--- src/rtl/pulse_meter_pkg.sv ---
// pulse_meter_pkg: shared FSM encoding and default counter width for pulse_meter
package pulse_meter_pkg;
  typedef enum logic [1:0] {
    IDLE = 2'd0,
    HIGH = 2'd1,
    LOW  = 2'd2
  } pm_state_e;
  localparam int PM_W = 8;
endpackage

--- src/rtl/pulse_meter_edge_detect.sv ---
// edge_detect: registers the input line and flags its sampled rising edges
module edge_detect (
  input  logic clock,
  input  logic reset,
  input  logic signal,
  output logic rise
);
  logic sig_q;
  // history register resets high so a line already high at reset release is not an edge
  always_ff @(posedge clock)
    sig_q <= reset ? 1'b1 : signal;
  assign rise = signal & ~sig_q;
endmodule

--- src/rtl/pulse_meter.sv ---
// pulse_meter: measures high time and rise-to-rise period of a pulse train, publishes via valid/ack
module pulse_meter
  import pulse_meter_pkg::*;
#(
  parameter int W = PM_W
) (
  input  logic         clock,
  input  logic         reset,
  input  logic         on,
  input  logic         signal,
  input  logic         ack,
  output logic [W-1:0] width,
  output logic [W-1:0] period,
  output logic         valid,
  output logic         sat,
  output logic         overrun
);
  localparam logic [W-1:0] MAX = '1;
  localparam logic [W-1:0] ONE = W'(1);
  pm_state_e   state_q, state_d;
  logic [W-1:0] wcnt_q, wcnt_d, pcnt_q, pcnt_d, width_q, width_d, period_q, period_d;
  logic         flag_q, flag_d, valid_q, valid_d, sat_q, sat_d, overrun_q, overrun_d;
  logic         rise, pub, load;
  logic [W-1:0] winc, pinc;
  edge_detect u_edge (
    .clock (clock),
    .reset (reset),
    .signal(signal),
    .rise  (rise)
  );
  assign winc = (wcnt_q == MAX) ? MAX : wcnt_q + ONE;
  assign pinc = (pcnt_q == MAX) ? MAX : pcnt_q + ONE;
  // measurement FSM: counts high time and period, emits pub on the terminating rise
  always_comb begin
    state_d = state_q;
    wcnt_d  = wcnt_q;
    pcnt_d  = pcnt_q;
    flag_d  = flag_q;
    pub     = 1'b0;
    if (!on) state_d = IDLE;
    else begin
      case (state_q)
        IDLE: if (rise) begin
          state_d = HIGH;
          wcnt_d  = ONE;
          pcnt_d  = ONE;
          flag_d  = 1'b0;
        end
        HIGH: begin
          pcnt_d  = pinc;
          wcnt_d  = signal ? winc : wcnt_q;
          flag_d  = flag_q | (pinc == MAX) | (signal & (winc == MAX));
          state_d = signal ? HIGH : LOW;
        end
        LOW: if (rise) begin
          pub     = 1'b1;
          state_d = HIGH;
          wcnt_d  = ONE;
          pcnt_d  = ONE;
          flag_d  = 1'b0;
        end else begin
          pcnt_d = pinc;
          flag_d = flag_q | (pinc == MAX);
        end
        default: state_d = IDLE;
      endcase
    end
  end
  // result registers: a pending unacked result blocks new ones and raises the sticky overrun
  always_comb begin
    load      = pub & (~valid_q | ack);
    valid_d   = pub | (valid_q & ~ack);
    overrun_d = overrun_q | (pub & valid_q & ~ack);
    width_d   = load ? wcnt_q : width_q;
    period_d  = load ? pcnt_q : period_q;
    sat_d     = load ? flag_q : sat_q;
  end
  // state and result registers with synchronous reset
  always_ff @(posedge clock) begin
    if (reset) begin
      state_q   <= IDLE;
      wcnt_q    <= '0;
      pcnt_q    <= '0;
      flag_q    <= 1'b0;
      width_q   <= '0;
      period_q  <= '0;
      valid_q   <= 1'b0;
      sat_q     <= 1'b0;
      overrun_q <= 1'b0;
    end else begin
      state_q   <= state_d;
      wcnt_q    <= wcnt_d;
      pcnt_q    <= pcnt_d;
      flag_q    <= flag_d;
      width_q   <= width_d;
      period_q  <= period_d;
      valid_q   <= valid_d;
      sat_q     <= sat_d;
      overrun_q <= overrun_d;
    end
  end
  assign width   = width_q;
  assign period  = period_q;
  assign valid   = valid_q;
  assign sat     = sat_q;
  assign overrun = overrun_q;
endmodule
--- config.mk ---
export PLATFORM = sky130hd
export DESIGN_NAME = pulse_meter
export DESIGN_NICKNAME = d
export VERILOG_FILES = /design/src/rtl/pulse_meter_pkg.sv /design/src/rtl/pulse_meter_edge_detect.sv /design/src/rtl/pulse_meter.sv
export SDC_FILE = /design/constraint.sdc
export NUM_CORES = 1
export LEC_CHECK = 0
export CAP_MARGIN = 20
export CORE_UTILIZATION = 45
export CTS_CLUSTER_DIAMETER = 60
export DETAILED_ROUTE_END_ITERATION = 7
export GPL_TIMING_DRIVEN = 0
export PLACE_DENSITY = 0.69
export SLEW_MARGIN = 40
export SYNTH_ARGS = -nofsm -noshare
export SYNTH_HDL_FRONTEND = slang
export SYNTH_SLANG_ARGS = --single-unit
export TNS_END_PERCENT = 5
--- constraint.sdc ---
create_clock -name clock -period 1.8 [get_ports clock]
set_clock_uncertainty 0.1 [all_clocks]
set_input_delay 0.36 -clock clock [delete_from_list [all_inputs] [get_ports clock]]
set_output_delay 0.36 -clock clock [all_outputs]
set_load 0.02 [all_outputs]
==> results by group, run 1 <==
Floorplanning
  • Core Area: around 0.0041 mm²
  • Die Span Y: roughly 68 µm
  • I/O pin cnt: 24
  • Die footprint: around 0.0046 mm²
  • Die Wd: slightly below 70 µm
  • Initial core utilization: between 40% and 50%
  • Row count: 23

Final layout
  • Nets: a little under 300
  • Final core occ: approximately three fifths
  • Share of cells above drive strength 1: 14.69%
  • Diodes inserted: 0
  • Layout area overhead: 26.44%

Synthesis
  • Part of the Yosys area used for sequential elements: about 40%
  • Synth unique cells: 38
  • Fraction of registers with async set/reset: 0%
  • Synthesis Warnings: 0
  • Syn avg cell area: 7.755 µm²
  • Register bit count reported by yosys: 39
  • Post-synth EDFFs: 0
  • Top_reg_cell synth: dfxtp_1
  • Netlist Area Pre-Place: 0.001954 mm²
  • Post-Syn Nets: around 260
  • Gate Count Post-Synth: ~250

Timing
  • Setup violations, final: 5
  • Final min period: 1849 ps
  • RSZ-0062 raised after global routing: yes
  • Slew headroom: 67.87%
  • Final hold vios: 0
  • Max Slew Vio Count: 0
  • Max Clk Rate: roughly 0.54 GHz
  • Crit share post-route: 102.7%
  • Setup ws final: -49.24 ps
  • Worst Tran Pin Value: between 400 and 500 ps

Place
  • Setup WS pre-CTS: -584.8 ps
  • Gpl congestion: around 0.84
  • DP HPWL: approximately 3200 µm
  • Port bufs: 23

Worst setup path
  • Reg2Reg Setup Slack: -50 ps
  • R2r startpoint: state_q[0]$_SDFFE_PP0N_
  • Crit path buffers/inverters: 1
  • WP data arrival: a little under 2000 ps
  • Crit-path cells: inv_4 -> ha_4 -> or3b_4 -> a21o_4 -> a21oi_1 -> nor2_1 -> nor3_1
  • Worst path slowest cell: or3b_4
  • Worst Reg2Reg Path Length in Cells: 7
  • CP Class: register to register
  • Largest stage delay on the critical path: 440 ps
  • Worst Setup Start Kind: register
  • Worst Path Required: about 1900 ps
  • Worst r2r dst: wcnt_q[3]$_SDFFE_PP0P_
  • Critical path fanouts, max: 6
  • Largest delay share family, worst path: simple AND/OR/NAND/NOR gates
  • Critical Path End Type: register

Routing
  • Antenna Nets Post-Route: 0
  • Via-to-Cell Ratio: 5.735
  • DRT Wirelength: 4979 µm
  • Via count: 1927
  • DRT iter0 DRCs: about 160
  • Pre-Repair DR Iteration Count: 4
  • DRC viols: 0
  • Routed len/inst: ~15 µm

Clock tree
  • Root buf cell: clkbuf_8
  • Worst skew pair latency: about 300 ps
  • TritonCTS clock tree: done
  • H-tree depth: 2
  • Reg clk slew, reported paths: ~80 ps
  • Clock Path Buffers: 2
  • Sink Count: 39
  • TritonCTS buffer count: 5

Run status
  • Outcome: complete, but fails checks
  • Failing checks: setup timing

Flow run
  • Max-Cap Viols: 0

Hold path
  • Tightest Hold Check Type: register to register
  • Hold path start: width[4]$_SDFFE_PP0P_
  • WHS Path Cells: 2
  • Hold Path Sink: width[4]$_SDFFE_PP0P_

GRT
  • Vias in the first global route: between 1500 and 2000
  • GRT Util Overall: 23.36%
  • Pin count of the biggest net entering global routing: 12
  • Initial antenna violation count: 0
  • Global-route wire length before repair: roughly 8100 µm
  • GR Overflow Total: 0

Pwr
  • Worst VDD drop: roughly 0.00045 V
  • Pwr/cell area: roughly 640 mW/mm²
  • Leak Pwr: a little over 0.8 nW
-- layout by cell type, fill, tap and decap left out, drive strengths merged, types with 2 or more instances in the layout --
cell type       n
dfxtp          39
and4            3
clkdlybuf4s50  22
a211oi          5
and2            3
inv             3
a41oi           4
clkbuf         12
ha              7
nor2b           3
nor2           17
o31a            2
nand2          53
o21ai           9
nand2b          6
a21oi          40
a21o            2
nand3          12
nand4           6
xnor2           2
o21bai          2
o211ai          2
buf            11
nor3            8
-- what timing repair did --
item	in CTS	in global routing
cloned	1	0
setup endpoints to repair	31	34
hold endpoints to repair	0	0
buffers inserted	2	3
resized for setup	16	15
pin swaps	3	6
hold buffers	0	0
-- final cells by class --
type / count / area, µm²
Clock buffer: 6 / 82.58
Tap cell: 50 / 62.56
Clock inverter: 1 / 5.005
Fill cell: 383 / 1615
Multi-Input combinational cell: 197 / 1185
Sequential cell: 39 / 790.8
Inverter: 3 / 13.76
Timing Repair Buffer: 28 / 266.5
Buffer: 12 / 65.06
-- layer usage --
layer  routed length, µm  vias to the layer above  track usage [%]
met5                   0                        -                0
met1                2223                      913            29.15
met4                  90                        0            9.896
met2                2452                       49            38.86
li1                    -                      956                -
met3                 213                        9            4.667
-- cells in the mapped netlist (all sizes together), types with 2 or more instances --
master | n | share of area [%]
nand4 | 6 | 1.9
o211ai | 2 | 0.77
and4 | 3 | 1.3
nand3 | 12 | 3.1
o21bai | 2 | 0.77
o31a | 2 | 0.90
o21ai | 9 | 2.3
nor2 | 17 | 3.3
ha | 7 | 4.5
and2 | 3 | 0.96
a211oi | 5 | 2.2
nand2b | 6 | 1.9
clkbuf | 8 | 1.5
nand2 | 53 | 10
nor2b | 3 | 0.96
dfxtp | 39 | 40
inv | 3 | 0.58
a41oi | 4 | 1.8
xnor2 | 2 | 0.90
a21oi | 39 | 11
buf | 6 | 1.9
a21o | 2 | 0.77
nor3 | 8 | 2.0
-- logic make-up (layout without fill, tap and decap cells) --
group,Yosys count,after routing,synth area share (%)
fa+ha+maj,7,7,4.481
buf+inv,17,50,3.969
xor+xnor,2,2,0.8965
flops,39,39,39.95
mux,1,1,0.5122
compound gates,70,71,22.47
simple gates,116,116,27.72
-- flip-flops by register name, indices dropped and copies added, names as in the netlist, 2 cells and up --
signal / flops
pcnt_q: 8
period: 8
wcnt_q: 8
width: 8
state_q: 2
-- metrics by stage --
| step | total power [mW] | setup TNS, ps | hold slack, ps | cell area (µm²) | std cells |
|---|---|---|---|---|---|
| final | 1.570 | -114.9 | 355.4 | 2471 | 336 |
| after global routing | 1.621 | -1405 | 381.5 | 2471 | 336 |
| after CTS | 1.572 | -307.3 | 359.6 | 2411 | 334 |
| after detailed placement | 0.9664 | -14260 | 349.3 | 2258 | 325 |
| after global placement | 0.9657 | -13610 | 342.8 | 2258 | 325 |
| after floorplan | 0.9375 | 0 | 327.3 | 1966 | 252 |
-- worst max-delay path by stage --
| stage | cells after the start | start | endpoint | slack [ps] |
|---|---|---|---|---|
| after global placement | 5 | signal | flag_q$_SDFFE_PP0P_ | -600 |
| after global routing | 6 | state_q[0]$_SDFFE_PP0N_ | wcnt_q[6]$_SDFFE_PP0P_ | -140 |
| after detailed placement | 5 | signal | flag_q$_SDFFE_PP0P_ | -580 |
| after floorplan | 7 | state_q[1]$_SDFFE_PP0N_ | wcnt_q[0]$_SDFFE_PP0P_ | 1 |
| final | 7 | state_q[0]$_SDFFE_PP0N_ | wcnt_q[3]$_SDFFE_PP0P_ | -50 |
| after CTS | 8 | state_q[0]$_SDFFE_PP0N_ | wcnt_q[3]$_SDFFE_PP0P_ | -90 |
-- worst register-to-register path, delay by kind of cell (launching register included) --
kind / cells / cell delay [ps]
flops: 1 / 400
buf+inv: 1 / 60
fa+ha+maj: 1 / 170
compound gates: 2 / 400
simple gates: 3 / 660
-- power by group --
part / internal (mW) / leakage [nW] / switching [mW]
clock: 0.301 / 0.0470 / 0.313
sequential: 0.864 / 0.317 / 0.00706
combinational: 0.0315 / 0.443 / 0.0534
total: 1.20 / 0.807 / 0.373
(Power assumes the default switching activity.)
==> inputs of run 2 (changes only) <==
--- a/config.mk
+++ b/config.mk
@@ -6,12 +6,12 @@
 export NUM_CORES = 1
 export LEC_CHECK = 0
 export CAP_MARGIN = 20
+export CORE_MARGIN = 2
 export CORE_UTILIZATION = 45
 export CTS_CLUSTER_DIAMETER = 60
 export DETAILED_ROUTE_END_ITERATION = 7
 export GPL_TIMING_DRIVEN = 0
 export PLACE_DENSITY = 0.69
-export SLEW_MARGIN = 40
 export SYNTH_ARGS = -nofsm -noshare
 export SYNTH_HDL_FRONTEND = slang
 export SYNTH_SLANG_ARGS = --single-unit
==> results by group, run 2 (same netlist as run 1, synthesis figures left out) <==
Pwr
  • Leak Pwr: 0.8206 nW
  • Share of power burned in combinational logic: just under 6%
  • Sequential power share: between 50% and 60%
  • Clock Power Share: 38.1%
  • Total net switching power: about 0.35 mW
  • Worst VDD drop: 0.0004645 V
  • Switching fraction of total power: between 20% and 30%
  • Internal Power: 1.199 mW
  • Pwr/cell area: about 620 mW/mm²
  • Tot Pwr: 1.552 mW

Final layout
  • Fillers: 380
  • Most frequent cells in the layout: 53 x nand2_1, 38 x a21oi_1, 35 x dfxtp_1
  • Share of cells above drive strength 1: approximately 16%
  • Multi-input logic area: 0.001192 mm²
  • Most common cell after layout, fill and taps aside: nand2_1
  • Final core occ: between 60% and 70%
  • Flip-flop and latch area: 793.3 µm²
  • Diodes inserted: 0
  • Nets: 300
  • Layout area overhead: 27.98%

GRT
  • Global-route wire length before repair: around 8000 µm
  • GR Overflow Total: 0
  • Grt met2 use: 34.60%
  • Vias in the first global route: 1771
  • GRT busiest layer: met2
  • Pin count of the biggest net entering global routing: 12
  • Initial antenna violation count: 0
  • Met3 Use GR: between 3 and 4%
  • GRT Util Overall: 19.58%
  • Met1 GRT Util: roughly 25%

Clock tree
  • TritonCTS clock tree: done
  • Sink Count: 39
  • Worst skew pair latency: roughly 280 ps
  • Root buf cell: clkbuf_8
  • Clock Path Buffers: 2
  • TritonCTS buffer count: 5
  • H-tree depth: 2
  • Reg clk slew, reported paths: around 70 ps
  • Post-CTS Hold Fix Bufs: 0

Floorplanning
  • Die Wd: roughly 70 µm
  • Die footprint: ~0.0049 mm²
  • Core Area: 0.004086 mm²
  • Row count: 23
  • Die Span Y: approximately 70 µm
  • Initial core utilization: approximately 48%
  • I/O pin cnt: 24

Worst setup path
  • Worst Path Required: 1910 ps
  • Crit-path cells: buf_6 -> ha_4 -> or3b_4 -> a21oi_2 -> a21oi_1 -> nor3_1
  • Largest delay share family, worst path: simple AND/OR/NAND/NOR gates
  • WP data arrival: between 1500 and 2000 ps
  • Worst Setup Start Kind: register
  • Crit path buffers/inverters: 1
  • Critical path fanouts, max: 5
  • Largest stage delay on the critical path: about 440 ps
  • CP Class: register to register
  • Critical Path End Type: register
  • Worst path slowest cell: or3b_4

Timing
  • Crit share post-route: 101.4%
  • Worst Tran Pin Value: 509.4 ps
  • RSZ-0062 raised after global routing: yes
  • Final min period: between 1500 and 2000 ps
  • Max Slew Vio Count: 0
  • Final hold slack: 355.6 ps
  • Max Clk Rate: 0.5480 GHz
  • Slew headroom: 65.97%
  • Setup ws final: -24.67 ps
  • Setup violations, final: 1
  • Final hold vios: 0

Routing
  • Routed len/inst: 14.30 µm
  • Pre-Repair DR Iteration Count: 4
  • DRT Wirelength: approximately 4800 µm
  • Antenna Nets Post-Route: 0
  • DRC viols: 0
  • DRT iter0 DRCs: around 170
  • Via count: a little under 2000
  • Via-to-Cell Ratio: about 5.7

Place
  • DP HPWL: approximately 3200 µm
  • Gpl congestion: a little over 0.9
  • Setup WS pre-CTS: -663.8 ps
  • Port bufs: 23

Run status
  • Outcome: complete, but fails checks
  • Failing checks: setup timing

Flow run
  • Max-Cap Viols: 0

Hold path
  • Tightest Hold Check Type: register to register
==> run 2: cell count changes in the layout (fill, tap and decap cells not counted) <==
cell,before,now
and4_4,0,1
dfxtp_2,2,1
clkbuf_4,0,1
inv_2,1,0
buf_4,6,8
buf_2,4,3
inv_4,1,2
dfxtp_4,2,3
and4_1,3,2
nor2_4,0,1
nor2_2,1,0
==> run 2: what timing repair did <==
| item | in CTS | in global routing |
|---|---|---|
| setup buffers | 1 | 6 |
| pin swaps | 3 | 7 |
| resized for setup | 11 | 25 |
| setup endpoints to repair | 32 | 32 |
| gates cloned | 0 | 1 |
==> run 2: final timing paths <==
| path | to | slack, ps | from | cells past startpoint |
|---|---|---|---|---|
| min | period[5]$_SDFFE_PP0P_ | 360 | period[5]$_SDFFE_PP0P_ | 2 |
| min reg2reg | period[5]$_SDFFE_PP0P_ | 360 | period[5]$_SDFFE_PP0P_ | 2 |
| max | wcnt_q[2]$_SDFFE_PP0P_ | -20 | state_q[0]$_SDFFE_PP0N_ | 6 |
| max reg2reg | wcnt_q[2]$_SDFFE_PP0P_ | -20 | state_q[0]$_SDFFE_PP0N_ | 6 |
==> run 2: power groups by stage <==
stage	registers (mW)	logic (mW)	clock network (mW)
after floorplan	0.891	0.0468	0
after global placement	0.892	0.0731	0
after detailed placement	0.893	0.0738	0
after CTS	0.871	0.0752	0.609
after global routing	0.871	0.0975	0.656
final	0.870	0.0903	0.592
==> run 2: worst register-to-register path: stages, from the launching register on <==
cell and delay, ps:
dfxtp_4 380, buf_6 110, ha_4 140, or3b_4 440
a21oi_2 310, a21oi_1 120, nor3_1 160
==> run 2: final cells by class <==
class,instances,share of cell area [%]
plain buffers,12,2.551
clock buffers,6,3.302
clock inverters,1,0.2001
inverters,3,0.6503
multi-input cells,197,47.67
flip-flops and latches,39,31.72
well taps,50,2.501
repair buffers,30,11.41
==> run 2: layer usage <==
metal	part of all wire [%]	routed length (µm)	vias up
met3	5.0	244	12
met2	48	2308	54
li1	-	-	962
met1	46	2207	898
met5	0	0	-
met4	1.5	74	0
==> run 2: through the flow <==
stage                     cells  TNS (ps)  instance area [µm²]
after detailed placement    325    -14360                 2258
after CTS                   332    -807.7                 2375
after global placement      325    -13100                 2258
after global routing        338    -322.5                 2501
final                       338    -24.67                 2501
after floorplan             252         0                 1966
